[config.mk]
export PLATFORM = sky130hd
export DESIGN_NAME = jk_lock_arbiter
export DESIGN_NICKNAME = d
export VERILOG_FILES = /design/src/rtl/jk_lock_pkg.sv /design/src/rtl/jk_lock_arbiter_pick.sv /design/src/rtl/jk_lock_arbiter.sv
export SDC_FILE = /design/constraint.sdc
export NUM_CORES = 1
export LEC_CHECK = 0
export CORE_ASPECT_RATIO = 1.1
export CORE_MARGIN = 10
export CORE_UTILIZATION = 50
export CTS_CLUSTER_SIZE = 40
export DETAILED_ROUTE_END_ITERATION = 6
export PLACE_DENSITY = 0.82
export SLEW_MARGIN = 25
export SYNTH_ARGS = -nofsm -noshare
export SYNTH_HDL_FRONTEND = slang
export SYNTH_SLANG_ARGS = --single-unit
[constraint.sdc]
create_clock -name clk -period 6 [get_ports clk]
set_clock_uncertainty 0.1 [all_clocks]
set_input_delay 1.2 -clock clk [delete_from_list [all_inputs] [get_ports clk]]
set_output_delay 1.2 -clock clk [all_outputs]
set_load 0.02 [all_outputs]
[src/rtl/jk_lock_pkg.sv]
// -----------------------------------------------------------------------------
// jk_lock_pkg
// Shared types and helpers for the J/K-style round-robin lock arbiter.
//   lock_state_t : ownership FSM state (IDLE, OWNED)
//   rr_pick_t    : result of a rotating-priority scan (found flag + index)
//   rr_first()   : rotating-priority scan over up to MAX_REQ requesters,
//                  starting at base, optionally skipping one index
// -----------------------------------------------------------------------------
package jk_lock_pkg;

   typedef enum logic {IDLE, OWNED} lock_state_t;

   // Upper bound on the number of requesters the scan helper supports.
   localparam int MAX_REQ = 16;
   localparam int MAX_IDW = 4;

   typedef struct packed {
      logic               found;
      logic [MAX_IDW-1:0] idx;
   } rr_pick_t;

   // Returns the first set req[i] for i = base, base+1, ... mod n_req.
   // When excl_en is set, index excl_idx is never chosen.
   // base is always < n_req, so one subtraction is enough for the wrap.
   function automatic rr_pick_t rr_first(input logic [MAX_REQ-1:0] req,
                                         input logic [MAX_IDW-1:0] base,
                                         input logic               excl_en,
                                         input logic [MAX_IDW-1:0] excl_idx,
                                         input int unsigned        n_req);
      rr_pick_t    r;
      int unsigned i;
      r.found = 1'b0;
      r.idx   = '0;
      for (int unsigned k = 0; k < MAX_REQ; k++) begin
         i = 32'(base) + k;
         if (i >= n_req) i = i - n_req;
         if ((k < n_req) && !r.found && (i < n_req)) begin
            if (req[i[3:0]] && !(excl_en && (i[3:0] == excl_idx))) begin
               r.found = 1'b1;
               r.idx   = i[3:0];
            end
         end
      end
      return r;
   endfunction

endpackage

[src/rtl/jk_lock_arbiter_pick.sv]
// -----------------------------------------------------------------------------
// rr_pick_onehot
// Combinational rotating-priority picker shared by the IDLE grant path and the
// OWNED handoff path of jk_lock_arbiter.
// Ports:
//   req      in  N_REQ  candidate requests
//   base     in  IDW    index scanned first
//   excl_en  in  1      enable exclusion of excl_idx
//   excl_idx in  IDW    index never picked when excl_en=1
//   onehot   out N_REQ  one-hot of the chosen requester (0 if none)
//   idx      out IDW    index of the chosen requester (0 if none)
//   found    out 1      a requester was chosen
// -----------------------------------------------------------------------------
module rr_pick_onehot
   import jk_lock_pkg::*;
#(
   parameter  int N_REQ = 4,
   localparam int IDW   = $clog2(N_REQ)
) (
   input  logic [N_REQ-1:0] req,
   input  logic [IDW-1:0]   base,
   input  logic             excl_en,
   input  logic [IDW-1:0]   excl_idx,
   output logic [N_REQ-1:0] onehot,
   output logic [IDW-1:0]   idx,
   output logic             found
);

   logic [MAX_REQ-1:0] req_w;
   rr_pick_t           pick;

   always_comb begin
      req_w            = '0;
      req_w[N_REQ-1:0] = req;
   end

   assign pick   = rr_first(req_w, MAX_IDW'(base), excl_en, MAX_IDW'(excl_idx), N_REQ);
   assign found  = pick.found;
   assign idx    = IDW'(pick.idx);
   assign onehot = N_REQ'(pick.found) << pick.idx;

endmodule

[src/rtl/jk_lock_arbiter.sv]
// -----------------------------------------------------------------------------
// jk_lock_arbiter
// Round-robin lock arbiter sharing one single-owner resource among N_REQ
// requesters. Each requester claims with acq and releases with rel. Ownership
// lives in a registered two-state Moore FSM (IDLE / OWNED); on release with
// other claimants waiting, ownership is handed off at the same edge.
// Optional feature macro: LOCK_TIMEOUT_EN -- forces a release after the owner
// has held the lock for HOLD_MAX+1 cycles and pulses timeout_pulse.
// Ports:
//   clk            in   1      clock, rising edge
//   areset         in   1      asynchronous active-high reset
//   acq            in   N_REQ  per-requester claim (level)
//   rel            in   N_REQ  per-requester release (level)
//   grant          out  N_REQ  one-hot ownership, registered
//   busy           out  1      resource owned (== |grant)
//   owner_id       out  IDW    index of current/last owner, registered
//   timeout_pulse  out  1      1-cycle pulse after a forced release
// Handshake: acq/rel are levels sampled every rising edge; grant changes only
// on an edge; a requester owns the resource exactly while its grant bit is 1.
// The FSM state is held in state_q for checkers to observe.
// -----------------------------------------------------------------------------
module jk_lock_arbiter
   import jk_lock_pkg::*;
#(
   parameter  int N_REQ    = 4,
   parameter  int HOLD_MAX = 15,
   localparam int IDW      = $clog2(N_REQ)
) (
   input  logic             clk,
   input  logic             areset,
   input  logic [N_REQ-1:0] acq,
   input  logic [N_REQ-1:0] rel,
   output logic [N_REQ-1:0] grant,
   output logic             busy,
   output logic [IDW-1:0]   owner_id,
   output logic             timeout_pulse
);

   lock_state_t      state_q, state_d;
   logic [N_REQ-1:0] grant_q, grant_d;
   logic [IDW-1:0]   owner_q, owner_d;
   logic [IDW-1:0]   rr_q, rr_d;

   logic [IDW-1:0]   owner_inc;
   logic             rel_owner;
   logic             timeout_hit;

   logic [IDW-1:0]   pick_base;
   logic             pick_excl;
   logic [N_REQ-1:0] pick_onehot;
   logic [IDW-1:0]   pick_idx;
   logic             pick_found;

   assign owner_inc = (owner_q == IDW'(N_REQ - 1)) ? '0 : owner_q + 1'b1;
   assign rel_owner = rel[owner_q];

   // IDLE scans from the round-robin pointer; OWNED scans for a handoff target
   // starting just past the owner and never re-selects the owner itself.
   assign pick_base = (state_q == OWNED) ? owner_inc : rr_q;
   assign pick_excl = (state_q == OWNED);

   rr_pick_onehot #(.N_REQ(N_REQ)) u_pick (
      .req      (acq),
      .base     (pick_base),
      .excl_en  (pick_excl),
      .excl_idx (owner_q),
      .onehot   (pick_onehot),
      .idx      (pick_idx),
      .found    (pick_found)
   );

`ifdef LOCK_TIMEOUT_EN
   localparam int HW = (HOLD_MAX > 0) ? $clog2(HOLD_MAX + 1) : 1;

   logic [HW-1:0] hold_q, hold_d;
   logic          timeout_q;

   // The owner's own rel takes priority; the timeout only fires when it is absent.
   assign timeout_hit   = (state_q == OWNED) && (hold_q == HW'(HOLD_MAX)) && !rel_owner;
   assign timeout_pulse = timeout_q;
`else
   assign timeout_hit   = 1'b0;
   assign timeout_pulse = 1'b0;
`endif

   always_comb begin
      state_d = state_q;
      grant_d = grant_q;
      owner_d = owner_q;
      rr_d    = rr_q;
`ifdef LOCK_TIMEOUT_EN
      hold_d  = hold_q;
`endif
      case (state_q)
         IDLE: begin
            // rel is ignored here, so acq+rel on one requester still claims.
            if (pick_found) begin
               state_d = OWNED;
               grant_d = pick_onehot;
               owner_d = pick_idx;
`ifdef LOCK_TIMEOUT_EN
               hold_d  = '0;
`endif
            end
         end
         OWNED: begin
`ifdef LOCK_TIMEOUT_EN
            hold_d = hold_q + 1'b1;
`endif
            if (rel_owner || timeout_hit) begin
               rr_d = owner_inc;
`ifdef LOCK_TIMEOUT_EN
               hold_d = '0;
`endif
               if (pick_found) begin
                  grant_d = pick_onehot;
                  owner_d = pick_idx;
               end else begin
                  state_d = IDLE;
                  grant_d = '0;
               end
            end
         end
         default: begin
            state_d = IDLE;
            grant_d = '0;
         end
      endcase
   end

   always_ff @(posedge clk or posedge areset) begin
      if (areset) begin
         state_q <= IDLE;
         grant_q <= '0;
         owner_q <= '0;
         rr_q    <= '0;
      end else begin
         state_q <= state_d;
         grant_q <= grant_d;
         owner_q <= owner_d;
         rr_q    <= rr_d;
      end
   end

`ifdef LOCK_TIMEOUT_EN
   always_ff @(posedge clk or posedge areset) begin
      if (areset) begin
         hold_q    <= '0;
         timeout_q <= 1'b0;
      end else begin
         hold_q    <= hold_d;
         timeout_q <= timeout_hit;
      end
   end
`endif

   assign grant    = grant_q;
   assign busy     = |grant_q;
   assign owner_id = owner_q;

endmodule
# Yosys cells after proc, flatten, opt, wreduce, memory -nomap -nowiden
# Index checks and enable logic that the tools add are counted.
[totals]
ff_bits = 9
in_bits = 10
output_inout_bits = 8
word_cells = 89
[classes]
add_sub_neg = 8
magnitude_cmp = 13
eq_ne = 7
n_shift = 1
n_mux = 34
n_bitwise = 1
reduce_logical = 21
[op_table]
columns = ["op", "n"]
rows = [
  ["32-bit by 3-bit less-than comparator with 1-bit output, second input constant", 4],
  ["32-bit 2-to-1 mux", 4],
  ["32-bit by 3-bit greater-or-equal comparator with 1-bit output, second input constant", 3],
  ["32-bit by 3-bit subtractor with 32-bit output, second input constant", 3],
  ["5-bit 2-to-1 mux", 8],
  ["4-bit by 5-bit less-than comparator with 1-bit output, second input constant", 4],
  ["1-bit binary-select mux with 4-bit select", 4],
  ["4-bit by 2-bit == test with 1-bit output", 4],
  ["4-bit 2-to-1 mux", 3],
  ["1-bit logical AND", 11],
  ["2-bit 2-to-1 mux", 4],
  ["4-bit one-hot mux with 2 select lines", 1],
  ["1-bit zero test", 7],
  ["1-bit 2-to-1 mux", 7],
  ["2-bit by 2-bit adder with 3-bit output, second input constant", 2],
  ["2-bit by 1-bit != test with 1-bit output, second input constant", 2],
  ["2-bit one-hot mux with 2 select lines", 1],
  ["2-bit AND reduction", 2],
  ["4-bit OR reduction", 1],
  ["1-bit by 4-bit << shifter with 4-bit output", 1],
  ["2-bit by 3-bit subtractor with 4-bit output, second input constant", 1],
  ["2-bit by 1-bit adder with 3-bit output, second input constant", 1],
  ["2-bit by 3-bit greater-or-equal comparator with 1-bit output, second input constant", 1],
  ["2-bit by 3-bit less-than comparator with 1-bit output, second input constant", 1],
  ["5 further kinds", 5],
]

# Logic depth before layout (Yosys ltp)
# Gate-level depths: netlist (run 1).
[depth]
depth_word = 24
ltp_mapped = 11
ltp_nobuf = 10

# Hierarchy
# From an unflattened synthesis (run 1), not the netlist that was laid out.
[hier_totals]
hier_cells = 105
area_unflattened_um2 = 1041.0
[modules_own_cells]
columns = ["module", "n_inst", "cells_each", "area_each_um2", "seq_area_each_um2"]
rows = [
  ["jk_lock_arbiter", 1, 48, 531.8, 225.2],
  ["rr_pick_onehot", 1, 57, 509.2, 0.0],
]

# Worst setup path before layout (run 1)
# OpenSTA, ideal clock, no wires.
[synth_timing]
path_kind = "register -> register"
startpoint = "register owner_q[0], in the netlist owner_id[0]"
endpoint = "register grant_q[3], in the netlist grant[3]"
setup_time_ns = 0.121
arrival_time_ns = 2.980
slack_ns = 2.799
path_stages_with_launch = 12
n_path_buf = 1
synth_period_minus_slack_ns = 3.201
cell_sequence = "dfrtp_1 > ha_1 > mux2_4 > ha_1 > buf_6 > mux2_1 > o32a_1 > o211a_2 > o2111ai_2 > o2bb2ai_2 > nor2_2 > a22o_1"
[synth_between]
elab_chain_cells = 24
word_cells_on_any_way = 71
[synth_rtl]
columns = ["item", "line_no", "text"]
rows = [
  ["from (decl)", "jk_lock_arbiter.sv:41", "logic [IDW-1:0] owner_q, owner_d;"],
  ["from (signal assigned)", "jk_lock_arbiter.sv:140", "owner_q <= owner_d;"],
  ["2-bit by 1-bit adder with 2-bit output or 2-bit == test (tied branches)", "jk_lock_arbiter.sv:54", "assign owner_inc = (owner_q == IDW'(N_REQ - 1)) ? '0 : owner_q + 1'b1;"],
  ["2-bit 2-to-1 mux (*)", "jk_lock_arbiter.sv:54", ""],
  ["via owner_inc[1]", "jk_lock_arbiter.sv:44", "logic [IDW-1:0] owner_inc;"],
  ["2-bit 2-to-1 mux (*)", "jk_lock_arbiter.sv:59", "assign pick_base = (state_q == OWNED) ? owner_inc : rr_q;"],
  ["branches (longest 16 deep; another with 32-bit by 3-bit subtractor with 32-bit output)", "n/a", ""],
  ["5-bit 2-to-1 mux (*)", "jk_lock_pkg.sv:37", "if ((k < n_req) && !r.found && (i < n_req)) begin"],
  ["1-bit by 4-bit << shifter with 4-bit output", "jk_lock_arbiter_pick.sv:40", "assign onehot = N_REQ'(pick.found) << pick.idx;"],
  ["4-bit 2-to-1 mux", "jk_lock_arbiter.sv:115", "if (pick_found) begin"],
  ["4-bit 2-to-1 mux", "jk_lock_arbiter.sv:110", "if (rel_owner || timeout_hit) begin"],
  ["4-bit one-hot mux with 2 select lines", "jk_lock_arbiter.sv:94", "case (state_q)"],
  ["to (signal assigned)", "jk_lock_arbiter.sv:139", "grant_q <= grant_d;"],
  ["to (decl)", "jk_lock_arbiter.sv:40", "logic [N_REQ-1:0] grant_q, grant_d;"],
]
# Mark *: on every way through the listed nets, which the timed path passes. The select of a mux whose other input is x is not followed.
# A chain may end at the register's enable or synchronous reset.

# Final worst setup path (run 1)
[layout_timing]
startpoint = "register owner_q[0], in the netlist owner_id[0]"
endpoint = "register grant_q[1], in the netlist grant[1]"
# Same word-level chain as after synthesis.

==> impl_metrics.ini, run 1 <==
[outcome]
status = finished clean

[synth]
synth_nets = 108
synth_common_cells = 9 x dfrtp_1, 8 x nand2_1, 6 x ha_1
synth-edff-count = 0
yosysMostFrequentCell = dfrtp_1
avgSynthCellArea_um2 = 10.43
synthTopCellsByArea = dfrtp_1 23%, ha_1 7.8%, mux4_2 4.7%
synth_area_um2 = 959.7
ys_ff_latch = 9
synth_top_area_cell = dfrtp_1
syn_inst = 92
synth_ff_type = dfrtp_1
yosysWarnings = 0
synthArstFlopShare = 1.000
yosysUniqueCellTypes = 49
ys_seq_area_frac = 0.2347
synthDominantCellAreaShare = 0.2347

[grt]
use_met1 = 0.1400
grt_pass1_vias = 844
antenna_found_initial = 0
grt_max_degree = 14
grt_overflow = 0
track_usage = 0.1253
grtUsageMet2 = 0.2092
top_usage_layer = met2
grt_pass1_wl_mm = 3.905
use_met3 = 0.03077

[flow_run]
drv_cap = 0

[sta]
period_needed_ns = 3.455
report.final.slew_viol_count = 0
fin_ws_ns = 2.545
setup_viol = 0
rsz0062_at_grt = false
max_freq_mhz = 289.4
fin_tns_setup_ns = 0
hold_viol = 0
period_share = 0.5759

[final_layout]
fin_nets = 126
drive_gt1_frac = 0.2110
fin_util = 0.6319
area_growth_pct = 18.64
antennaDiodeCount = 0

[setup_path]
crit_family = adder cells
slowest_stage = dfrtp_1
critical_path_arrival_ns = 3.51
r2r-end = grant[1]
cp_data_required_time_ns = 6.05
startpoint_type = flip-flop
r2r-start = owner_id[0]
cp_cell_sequence = ha_1 -> mux2_4 -> ha_1 -> mux2_2 -> o2111ai_2 -> nand3b_1 -> o21ai_4 -> nor3b_2 -> a22o_1
reg2reg_slack_ns = 2.54
crit_buf_inv = 0
setup.worst_path.class = reg -> reg
critical_path.max_stage_delay_ns = 0.48
reg2reg_depth = 9
path_max_fanout = 8
end_kind = flip-flop
path_common_cell = ha_1

[drt]
vias = 779
postRouteAntennaNets = 0
viasPerCell = 6.134
detail_route.wl_per_cell_um = 17.73
drc_errors = 0
totalWireLength_mm = 2.252
drt_iter0_markers = 18
firstDrtPassIters = 4

[clock_network]
cts_hold_buf = 0
insertion_delay_ns = 0.27
cts_resized = 0
clock-sinks = 9
cts_tree = done
numCtsBuffers = 3
post-cts-setup-buffers = 0
clk_path_buf_depth = 2
h-tree-depth = 1
clk_pin_slew_worst_paths_ns = 0.06
root_buffer = clkbuf_4

[hold_path]
min_to = grant[3]
hp-start = grant[3]
hold_depth = 1
hold_path_class = reg -> reg

[die]
die_width_um = 61.77
dieArea_um2 = 4074
die_y_um = 65.95
coreArea_um2 = 1802
rows = 16
num_io_pins = 18
initial_core_util = 0.5326

[place]
gp_congestion = 0.9068
dp_slack_ns = 2.511
dp_hpwl_mm = 1.807
port_buffers = 16
-- sequential cells by signal, indices dropped and copies added (netlist names) --
register and flops:
grant 4, owner_id 2, pick_excl 1, rr_q 2
-- kinds of logic after synthesis --
logic type	Yosys count	synth area share
buffers and inverters	8	0.05867
AND/OR/NAND/NOR	28	0.1943
adder cells (fa/ha/maj)	6	0.07822
XOR/XNOR	1	0.009128
AO/OA/AOI/OAI	31	0.3025
other	1	0.003908
flip-flops	9	0.2347
multiplexers	8	0.1186
-- cells in the final DEF (no fill, tap or decap), drive strengths merged, types with 3 or more instances in the layout --
cell and instances:
a211oi 3, a21o 5, clkbuf 4, clkdlybuf4s50 16, dfrtp 9, ha 6
inv 5, mux2 4, nand2 9, nand2b 4, nand3 3, nor2b 3
o2111ai 3, o21ai 4, o31ai 4
-- how the worst max path moves through the flow --
stage                start        to  slack (ns)  depth (start not counted)
6_report       owner_id[0]  grant[1]        2.54                          9
5_1_grt        owner_id[0]  grant[0]        2.30                         10
4_1_cts        owner_id[0]  grant[3]        2.55                         10
3_5_place_dp        acq[1]  grant[3]        2.51                          8
3_3_place_gp        acq[1]  grant[3]        2.52                          8
2_1_floorplan  owner_id[0]  grant[3]        2.80                         11
-- worst register-to-register path: stages (launching register included) --
cell       delay (ns)
dfrtp_1          0.48
ha_1             0.39
mux2_4           0.32
ha_1             0.48
mux2_2           0.38
o2111ai_2        0.28
nand3b_1         0.26
o21ai_4          0.32
nor3b_2          0.10
a22o_1           0.23
-- final cells by class --
type	count	area [um^2]
inverter	5	26.28
fill	165	663.1
clock buffer	4	26.28
timing repair buffer	16	160.2
sequential	9	225.2
tap	18	22.52
multi-input combinational	75	678.2
-- per-stage QoR --
stage,cells,cell area (um^2),hold WS (ns)
2_1_floorplan,92,959.7,0.4261
3_3_place_gp,123,1112,0.4150
3_5_place_dp,123,1112,0.4153
4_1_cts,127,1139,0.4288
5_1_grt,127,1139,0.4614
6_report,127,1139,0.4222
-- layer usage --
metal  up-vias  wire length, um  share of wire
met4         0               27          0.012
met3         4              110          0.049
met1       373              992           0.44
li1        388                -              -
met5         -                0              0
met2        14             1120           0.50
Power of run 1 is not shown: default switching activity piles up to over one toggle a cycle in this logic, so the estimate is an artifact.
==> run 2: changes to the inputs <==
==> constraint.sdc (replaced) <==
create_clock -name clk -period 3.3 [get_ports clk]
set_clock_uncertainty 0.1 [all_clocks]
set_input_delay 0.66 -clock clk [delete_from_list [all_inputs] [get_ports clk]]
set_output_delay 0.66 -clock clk [all_outputs]
set_load 0.02 [all_outputs]
==> run 2 against run 1 <==
Net effect:
- clock-buffer cell count did not move
- routed wire length fell by 1.3%
- register-to-register slack got worse by 2.3 ns
- via count rose by 0.90%
- non-clock buffer count rose by 5
- global-route usage rose by 0.071 points
- flip-flop and latch count did not move
- critical endpoint is now grant[3]
- maximum frequency rose by 12%
- critical path depth rose by 1
- first-iteration DRC count rose by 44%
- design area rose by 4.4%
- cell count rose by 3.9%
==> impl_metrics.ini, run 2 (synthesis gave the netlist of run 1 again) <==
[sta]
max_freq_mhz = 324.3
setup_viol = 0
rsz0062_at_grt = false
period_needed_ns = 3.084
report.final.slew_viol_count = 0
hold_viol = 0
fin_tns_setup_ns = 0
period_share = 0.9344

[final_layout]
final_common_cell = clkdlybuf4s50_1
drive_gt1_frac = 0.2544
final_cell_mix = 16 x clkdlybuf4s50_1, 9 x dfrtp_1, 8 x nand2_1
largest_reg_flops = 4
fin_nets = 131
nFillCells = 156
antennaDiodeCount = 0
area_growth_pct = 23.86

[setup_path]
end_kind = flip-flop
cp_data_required_time_ns = 3.34
slowest_stage = dfrtp_1
cp_cell_sequence = ha_1 -> mux2_4 -> ha_4 -> mux2_1 -> o32a_1 -> o211a_2 -> o2111ai_2 -> o2bb2ai_2 -> nor2_2 -> a22o_1
crit_family = compound AO/OA/AOI/OAI gates
startpoint_type = flip-flop
path_max_fanout = 6
setup.worst_path.class = reg -> reg
critical_path.max_stage_delay_ns = 0.38
critical_path_arrival_ns = 3.12
crit_buf_inv = 0

[place]
port_buffers = 16
gp_congestion = 0.8380
dp_hpwl_mm = 1.880

[hold_path]
hold_path_class = reg -> reg

[grt]
grt_pass1_wl_mm = 3.926
antenna_found_initial = 0
track_usage = 0.1260
grt_pass1_vias = 820
grt_overflow = 0
grt_max_degree = 12

[die]
die_width_um = 61.77
coreArea_um2 = 1802
die_y_um = 65.95
dieArea_um2 = 4074
num_io_pins = 18
rows = 16
initial_core_util = 0.5326

[clock_network]
insertion_delay_ns = 0.26
cts_resized = 0
numCtsBuffers = 3
clock-sinks = 9
clk_pin_slew_worst_paths_ns = 0.05
post-cts-setup-buffers = 0
cts_hold_buf = 0
cts_tree = done
h-tree-depth = 1
root_buffer = clkbuf_4
clk_path_buf_depth = 2

[drt]
totalWireLength_mm = 2.223
drc_errors = 0
drt_iter0_markers = 26
viasPerCell = 5.955
postRouteAntennaNets = 0
detail_route.wl_per_cell_um = 16.84
vias = 786
firstDrtPassIters = 4

[flow_run]
drv_cap = 0

[outcome]
status = finished clean
run 2: changes by cell type in the layout (fill, tap and decap cells not counted):
cell | previous run | this run
buf_4 | 0 | 5
ha_1 | 6 | 5
ha_4 | 0 | 1
run 2: path summary, 6_finish.rpt:
kind                                  start          end  slack, ns  depth (start not counted)
min in group asynchronous            areset  owner_id[1]       0.55                          2
worst min register to register     grant[1]     grant[1]       0.43                          1
worst max-delay path            owner_id[0]     grant[3]       0.22                         10
worst max register to register  owner_id[0]     grant[3]       0.22                         10
max in group asynchronous            areset     grant[0]       2.31                          2
worst min-delay path               grant[1]     grant[1]       0.43                          1
run 2: per-stage QoR:
step           cell area (um^2)    util  setup slack, ns  instances  hold slack [ns]
4_1_cts                    1176  0.6528           0.1229        132           0.4367
3_3_place_gp               1150  0.6382           0.2542        128           0.4110
5_1_grt                    1189  0.6597          0.08188        132           0.4715
2_1_floorplan             959.7       -          0.09892         92           0.3879
6_report                   1189  0.6597           0.2165        132           0.4308
3_5_place_dp               1150  0.6382           0.1282        128           0.4190
run 2: cell type report:
cell class / instances / area [um^2] / share of cell area
clock buffers: 4 / 26.28 / 0.02211
inverters: 5 / 26.28 / 0.02211
multi-input cells: 75 / 690.7 / 0.5811
flip-flops and latches: 9 / 225.2 / 0.1895
well taps: 18 / 22.52 / 0.01895
repair buffers: 21 / 197.7 / 0.1663
run 2: metal layers:
metal	global-route usage	share of wire	wire length, um
met2	0.1938	0.50	1104
met1	0.1487	0.42	927
met3	0.03654	0.063	140
met5	0	0	0
met4	0.07542	0.022	50
Power of run 2 is left out for the same reason.
